--- src/rtl/alu_pkg.sv ---
// Shared types for the 4-bit ALU and its sequencing controller.
package alu_pkg;

   localparam int DATA_W = 4;

   typedef enum logic [1:0] {
      ALU_ADD = 2'd0,
      ALU_SUB = 2'd1,
      ALU_AND = 2'd2,
      ALU_OR  = 2'd3
   } alu_op_t;

   typedef enum logic [1:0] {
      CMD_LOAD  = 2'd0,
      CMD_EXEC  = 2'd1,
      CMD_READ  = 2'd2,
      CMD_CLEAR = 2'd3
   } cmd_kind_t;

   typedef enum logic [1:0] {
      SEQ_IDLE    = 2'd0,
      SEQ_ISSUE   = 2'd1,
      SEQ_CAPTURE = 2'd2,
      SEQ_RESP    = 2'd3
   } seq_state_t;

endpackage

--- src/rtl/alu4.sv ---
// Combinational 4-bit ALU: ADD/SUB report carry out on v, AND/OR report v=0.
module alu4
   import alu_pkg::*;
(
   input  logic [DATA_W-1:0] a,
   input  logic [DATA_W-1:0] b,
   input  logic [1:0]        op,
   output logic [DATA_W-1:0] s,
   output logic              v
);

   logic [DATA_W:0] sum;

   always_comb begin
      sum = '0;
      s   = '0;
      v   = 1'b0;
      case (alu_op_t'(op))
         ALU_ADD: begin
            sum = {1'b0, a} + {1'b0, b};
            s   = sum[DATA_W-1:0];
            v   = sum[DATA_W];
         end
         // Subtract as A + ~B + 1 so v=1 means no borrow.
         ALU_SUB: begin
            sum = {1'b0, a} + {1'b0, ~b} + {{DATA_W{1'b0}}, 1'b1};
            s   = sum[DATA_W-1:0];
            v   = sum[DATA_W];
         end
         ALU_AND: s = a & b;
         ALU_OR:  s = a | b;
         default: s = '0;
      endcase
   end

endmodule

--- src/rtl/alu4_core.sv ---
// Thin top pairing the sequencing controller with one combinational alu4.
module alu4_core
   import alu_pkg::*;
#(
   parameter bit                STICKY_OVF = 1'b1,
   parameter logic [DATA_W-1:0] ACC_INIT   = 4'h0
)(
   input  logic              clk,
   input  logic              rst_n,
   input  logic              cmd_valid,
   output logic              cmd_ready,
   input  logic [1:0]        cmd_kind,
   input  logic [1:0]        cmd_op,
   input  logic [DATA_W-1:0] cmd_data,
   output logic              rsp_valid,
   input  logic              rsp_ready,
   output logic [DATA_W-1:0] rsp_data,
   output logic              rsp_ovf,
   output logic              ovf_flag
);

   logic [DATA_W-1:0] alu_a, alu_b, alu_s;
   logic [1:0]        alu_op;
   logic              alu_v;

   alu4_seq #(
      .STICKY_OVF (STICKY_OVF),
      .ACC_INIT   (ACC_INIT)
   ) u_seq (
      .clk       (clk),
      .rst_n     (rst_n),
      .cmd_valid (cmd_valid),
      .cmd_ready (cmd_ready),
      .cmd_kind  (cmd_kind),
      .cmd_op    (cmd_op),
      .cmd_data  (cmd_data),
      .rsp_valid (rsp_valid),
      .rsp_ready (rsp_ready),
      .rsp_data  (rsp_data),
      .rsp_ovf   (rsp_ovf),
      .ovf_flag  (ovf_flag),
      .alu_a     (alu_a),
      .alu_b     (alu_b),
      .alu_op    (alu_op),
      .alu_s     (alu_s),
      .alu_v     (alu_v)
   );

   alu4 u_alu (
      .a  (alu_a),
      .b  (alu_b),
      .op (alu_op),
      .s  (alu_s),
      .v  (alu_v)
   );

endmodule

--- src/rtl/alu4_seq.sv ---
// Sequencing initiator: accepts accumulator commands, drives a registered
// ALU operand set, and returns results over a valid/ready response stream.
//
//   state   | meaning
//   --------+-------------------------------------------------------------
//   IDLE    | cmd_ready=1; LOAD/READ/CLEAR answered directly, EXEC latched
//   ISSUE   | ALU inputs stable, combinational result settling
//   CAPTURE | ALU S/V sampled into acc, response and overflow flag
//   RESP    | response held until rsp_ready
module alu4_seq
   import alu_pkg::*;
#(
   parameter bit                STICKY_OVF = 1'b1,
   parameter logic [DATA_W-1:0] ACC_INIT   = 4'h0
)(
   input  logic              clk,
   input  logic              rst_n,
   input  logic              cmd_valid,
   output logic              cmd_ready,
   input  logic [1:0]        cmd_kind,
   input  logic [1:0]        cmd_op,
   input  logic [DATA_W-1:0] cmd_data,
   output logic              rsp_valid,
   input  logic              rsp_ready,
   output logic [DATA_W-1:0] rsp_data,
   output logic              rsp_ovf,
   output logic              ovf_flag,
   output logic [DATA_W-1:0] alu_a,
   output logic [DATA_W-1:0] alu_b,
   output logic [1:0]        alu_op,
   input  logic [DATA_W-1:0] alu_s,
   input  logic              alu_v
);

   seq_state_t        state, state_nx;
   cmd_kind_t         kind;
   logic              accept;
   logic [DATA_W-1:0] acc;
   logic [DATA_W-1:0] acc_direct;

   assign kind      = cmd_kind_t'(cmd_kind);
   assign cmd_ready = (state == SEQ_IDLE);
   assign accept    = cmd_valid && cmd_ready;

   always_ff @(posedge clk) begin
      if (!rst_n) state <= SEQ_IDLE;
      else        state <= state_nx;
   end

   always_comb begin
      state_nx = state;
      case (state)
         SEQ_IDLE:    if (accept) state_nx = (kind == CMD_EXEC) ? SEQ_ISSUE : SEQ_RESP;
         SEQ_ISSUE:   state_nx = SEQ_CAPTURE;
         SEQ_CAPTURE: state_nx = SEQ_RESP;
         SEQ_RESP:    if (rsp_ready) state_nx = SEQ_IDLE;
         default:     state_nx = SEQ_IDLE;
      endcase
   end

   // Accumulator value for commands that bypass the ALU.
   always_comb begin
      acc_direct = acc;
      case (kind)
         CMD_LOAD:  acc_direct = cmd_data;
         CMD_CLEAR: acc_direct = ACC_INIT;
         default:   acc_direct = acc;
      endcase
   end

   always_ff @(posedge clk) begin
      if (!rst_n) begin
         acc       <= ACC_INIT;
         alu_a     <= ACC_INIT;
         alu_b     <= '0;
         alu_op    <= ALU_ADD;
         rsp_valid <= 1'b0;
         rsp_data  <= '0;
         rsp_ovf   <= 1'b0;
         ovf_flag  <= 1'b0;
      end else begin
         case (state)
            SEQ_IDLE: begin
               if (accept) begin
                  if (kind == CMD_EXEC) begin
                     alu_b  <= cmd_data;
                     alu_op <= cmd_op;
                  end else begin
                     acc       <= acc_direct;
                     alu_a     <= acc_direct;
                     rsp_data  <= acc_direct;
                     rsp_ovf   <= 1'b0;
                     rsp_valid <= 1'b1;
                     if (kind == CMD_CLEAR) ovf_flag <= 1'b0;
                  end
               end
            end
            SEQ_CAPTURE: begin
               acc       <= alu_s;
               alu_a     <= alu_s;
               rsp_data  <= alu_s;
               rsp_ovf   <= alu_v;
               rsp_valid <= 1'b1;
               ovf_flag  <= STICKY_OVF ? (ovf_flag | alu_v) : alu_v;
            end
            SEQ_RESP: begin
               if (rsp_ready) rsp_valid <= 1'b0;
            end
            default: ;
         endcase
      end
   end

endmodule

--- config.mk ---
export PLATFORM = sky130hd
export DESIGN_NAME = alu4_core
export DESIGN_NICKNAME = d
export VERILOG_FILES = /design/src/rtl/alu_pkg.sv /design/src/rtl/alu4.sv /design/src/rtl/alu4_core.sv /design/src/rtl/alu4_seq.sv
export SDC_FILE = /design/constraint.sdc
export NUM_CORES = 1
export LEC_CHECK = 0
export BUFFER_PORTS_ARGS = -buffer_cell sky130_fd_sc_hd__buf_2
export CAP_MARGIN = 20
export CORE_ASPECT_RATIO = 0.9
export CORE_MARGIN = 10
export CORE_UTILIZATION = 56
export CTS_CLUSTER_SIZE = 12
export DETAILED_ROUTE_END_ITERATION = 8
export PLACE_DENSITY_LB_ADDON = 0.1
export REMOVE_ABC_BUFFERS = 1
export SYNTH_ARGS = -nofsm -noshare
export SYNTH_HDL_FRONTEND = slang
export SYNTH_SLANG_ARGS = --single-unit
export TNS_END_PERCENT = 100
--- constraint.sdc ---
create_clock -name clk -period 6.05 [get_ports clk]
set_clock_uncertainty 0.15 [all_clocks]
set_input_delay 1.21 -clock clk [delete_from_list [all_inputs] [get_ports clk]]
set_output_delay 1.21 -clock clk [all_outputs]
set_load 0.1 [all_outputs]
==> impl_metrics.xml <==
<?xml version="1.0" encoding="UTF-8"?>
<metrics>
  <group name="cts">
    <metric name="cts_made_buffers" unit="">3</metric>
    <metric name="tritoncts" unit="">done</metric>
    <metric name="cts_h_tree_lvls" unit="">1</metric>
    <metric name="postCtsSetupRepairBufs" unit="">0</metric>
    <metric name="cts.clk_slew.worst_paths" unit="ns">0.09</metric>
    <metric name="ctsResizeCount" unit="">0</metric>
    <metric name="cts_max_path_buffers" unit="">2</metric>
    <metric name="cts_sinks" unit="">15</metric>
    <metric name="cts-root-buf" unit="">clkbuf_4</metric>
    <metric name="insertion_delay" unit="ns">0.29</metric>
    <metric name="cts.hold.buffers_added" unit="">0</metric>
  </group>
  <group name="sta">
    <metric name="grt_setup_unrepaired" unit="">false</metric>
    <metric name="tmin_final" unit="ns">3.04</metric>
    <metric name="final.period_utilization" unit="%">50.3</metric>
    <metric name="slew_headroom" unit="%">67.6</metric>
    <metric name="number_of_slew_limit_violations_in_the_final_report" unit="">0</metric>
    <metric name="tns" unit="ns">0</metric>
    <metric name="max_frequency" unit="MHz">329</metric>
    <metric name="tightest_slew" unit="ns">0.489</metric>
    <metric name="final_report_hold_violation_count" unit="">0</metric>
    <metric name="final-setup-viol-count" unit="">0</metric>
    <metric name="post-route-worst-setup-slack" unit="ns">3.01</metric>
  </group>
  <group name="synth">
    <metric name="yosysSeqAreaShare" unit="%">25.0</metric>
    <metric name="post_synth_inst_count" unit="">138</metric>
    <metric name="syn-cell-area" unit="um2">1200</metric>
    <metric name="post_synth_num_cell_types" unit="">35</metric>
    <metric name="ys_dominant_reg_cell" unit="">dfxtp_1</metric>
    <metric name="yosys_warnings" unit="">0</metric>
    <metric name="mean_cell_area_of_the_mapped_netlist" unit="um2">8.69</metric>
    <metric name="synth_enable_flop_cells" unit="">0</metric>
    <metric name="ys_ff_latch" unit="">15</metric>
    <metric name="async_flop_share" unit="%">0</metric>
  </group>
  <group name="cells_and_area">
    <metric name="most-common-layout-cells" unit="">19 x ha_1, 19 x buf_2, 18 x inv_1, 15 x dfxtp_1, 12 x nor2_1</metric>
    <metric name="layout-drive-gt1-share" unit="%">17.9</metric>
    <metric name="number_of_antenna_repair_diodes" unit="">0</metric>
    <metric name="multi_input_comb_area" unit="um2">791</metric>
    <metric name="regArea" unit="um2">300</metric>
    <metric name="area_grow_syn2layout" unit="%">10.1</metric>
    <metric name="final_nets" unit="">190</metric>
    <metric name="fin_util" unit="%">67.0</metric>
    <metric name="num-fill-cells" unit="">169</metric>
  </group>
  <group name="power">
    <metric name="total_leakage_power" unit="nW">0.647</metric>
    <metric name="finalPower" unit="mW">0.605</metric>
    <metric name="powerDensity" unit="nW/um2">458</metric>
    <metric name="irDropWorstVdd" unit="uV">316</metric>
  </group>
  <group name="setup_path">
    <metric name="critical_path_required" unit="ns">4.69</metric>
    <metric name="cp_max_fanout" unit="">9</metric>
    <metric name="cpMaxStageDelayCell" unit="">buf_2</metric>
    <metric name="crit_chain" unit="">inv_1 -&gt; ha_1 -&gt; buf_2</metric>
    <metric name="timing.critical_path.arrival" unit="ns">1.68</metric>
    <metric name="critical-path-max-stage-delay" unit="ns">0.51</metric>
    <metric name="critical_path.endpoint_type" unit="">primary output</metric>
    <metric name="setup.worst_path.start_class" unit="">flop</metric>
    <metric name="critical_path_class" unit="">flop to primary output</metric>
  </group>
  <group name="die">
    <metric name="die_width" unit="um">68.8</metric>
    <metric name="i_o_pin_count" unit="">20</metric>
    <metric name="rows" unit="">15</metric>
    <metric name="core_area" unit="um2">1970</metric>
    <metric name="initial_standard_cell_utilization_of_the_core" unit="%">60.9</metric>
    <metric name="die-area" unit="um2">4400</metric>
    <metric name="dieHeight" unit="um">63.9</metric>
  </group>
  <group name="job">
    <metric name="drv.max_cap_violation_count" unit="">0</metric>
  </group>
  <group name="global_route">
    <metric name="grt-ovfl-total" unit="">0</metric>
    <metric name="largest_net_degree_at_the_start_of_global_routing" unit="">13</metric>
    <metric name="wire_length_of_the_first_global_routing_pass" unit="um">4200</metric>
    <metric name="first_global_vias" unit="">960</metric>
    <metric name="grt.total_usage" unit="%">11.9</metric>
    <metric name="antenna_found_initial" unit="">0</metric>
  </group>
  <group name="place">
    <metric name="hpwl" unit="um">2050</metric>
    <metric name="gp_congestion" unit="">0.884</metric>
    <metric name="port_buf_inserts" unit="">19</metric>
    <metric name="pre_cts_slack" unit="ns">3.32</metric>
  </group>
  <group name="detailed_routing">
    <metric name="highest_routed_layer" unit="">met4</metric>
    <metric name="ant_nets" unit="">0</metric>
    <metric name="drt_drc" unit="">0</metric>
    <metric name="drt_first_iter_violations" unit="">37</metric>
    <metric name="drt-wirelength-per-cell" unit="um">14.2</metric>
    <metric name="detailroute.via_count" unit="">1018</metric>
    <metric name="met2_length" unit="um">1240</metric>
    <metric name="wl_met3" unit="um">178</metric>
    <metric name="via_per_inst" unit="">5.62</metric>
    <metric name="wire_length_after_detailed_routing" unit="um">2570</metric>
    <metric name="detail_route.wirelength.met1" unit="um">1140</metric>
    <metric name="detail_route.first_pass.iterations" unit="">5</metric>
  </group>
  <group name="status">
    <metric name="status" unit="">completed</metric>
  </group>
  <group name="min_path">
    <metric name="timing.hold.worst.class" unit="">flop to flop</metric>
  </group>
</metrics>
final cells by class:
| type | count | area share [%] |
|---|---|---|
| inverter | 20 | 5.87 |
| clock buffer | 4 | 1.99 |
| tap | 25 | 2.37 |
| sequential | 15 | 22.7 |
| multi-input combinational | 98 | 59.8 |
| timing repair buffer | 19 | 7.20 |
layer usage:
metal / track usage, % / vias to the layer above
li1: - / 509
met1: 15.1 / 485
met2: 18.7 / 22
met3: 4.88 / 2
met4: 1.48 / 0
met5: 0 / -
sequential cells by signal, summed over array words and instances, names as in the netlist:
name / flops
u_seq.rsp_ovf: 1
u_seq.state: 2
u_seq.alu_b: 4
u_seq.ovf_flag: 1
u_seq.rsp_data: 4
u_seq.rsp_valid: 1
u_seq.alu_op: 2
worst paths after layout:
check                         start           endpoint  slack [ns]  cells past startpoint
hold reg to reg       u_seq.rsp_ovf      u_seq.rsp_ovf        0.33                      2
hold / removal        u_seq.rsp_ovf      u_seq.rsp_ovf        0.33                      2
setup / recovery     u_seq.state[0]          cmd_ready        3.01                      3
setup reg to reg  u_seq.rsp_data[0]  u_seq.rsp_data[1]        3.86                      7
stage by stage:
| stage | cells | cell area (um2) | hold slack (ns) |
|---|---|---|---|
| 2_1_floorplan | 133 | 1170 | 0.341 |
| 3_3_place_gp | 177 | 1290 | 0.310 |
| 3_5_place_dp | 177 | 1290 | 0.328 |
| 4_1_cts | 181 | 1320 | 0.341 |
| 5_1_grt | 181 | 1320 | 0.369 |
| 6_report | 181 | 1320 | 0.333 |
cell usage after synthesis (3+ instances only):
master | count | area (um2)
nor2_1 | 12 | 45.0
inv_1 | 18 | 67.6
mux2i_1 | 10 | 100
o211ai_1 | 3 | 22.5
ha_1 | 19 | 238
nor2b_1 | 3 | 18.8
o21ai_0 | 7 | 35.0
buf_4 | 3 | 22.5
nand2_1 | 6 | 22.5
a21oi_1 | 9 | 45.0
dfxtp_1 | 15 | 300
power breakdown:
part	leakage, nW	internal, mW	total [mW]	switching (mW)
sequential	0.123	0.123	0.149	0.0258
clock	0.0150	0.0257	0.0584	0.0327
combinational	0.509	0.113	0.398	0.286
kinds of logic after synthesis:
group,after synthesis,synth area share (%)
AND/OR/NAND/NOR,31,12.9
flip-flops,15,25.0
multiplexers,11,10.2
adder cells (fa/ha/maj),21,23.1
AO/OA/AOI/OAI,33,18.1
XOR/XNOR,2,1.46
buffers and inverters,25,9.07
critical path: cells and delay by family (launching register included):
kind | cells | cell delay, ns
adders and majority gates | 1 | 0.42
DFF | 1 | 0.34
buffers and inverters | 2 | 0.65
No activity file was read; power rests on OpenSTA's default activity.
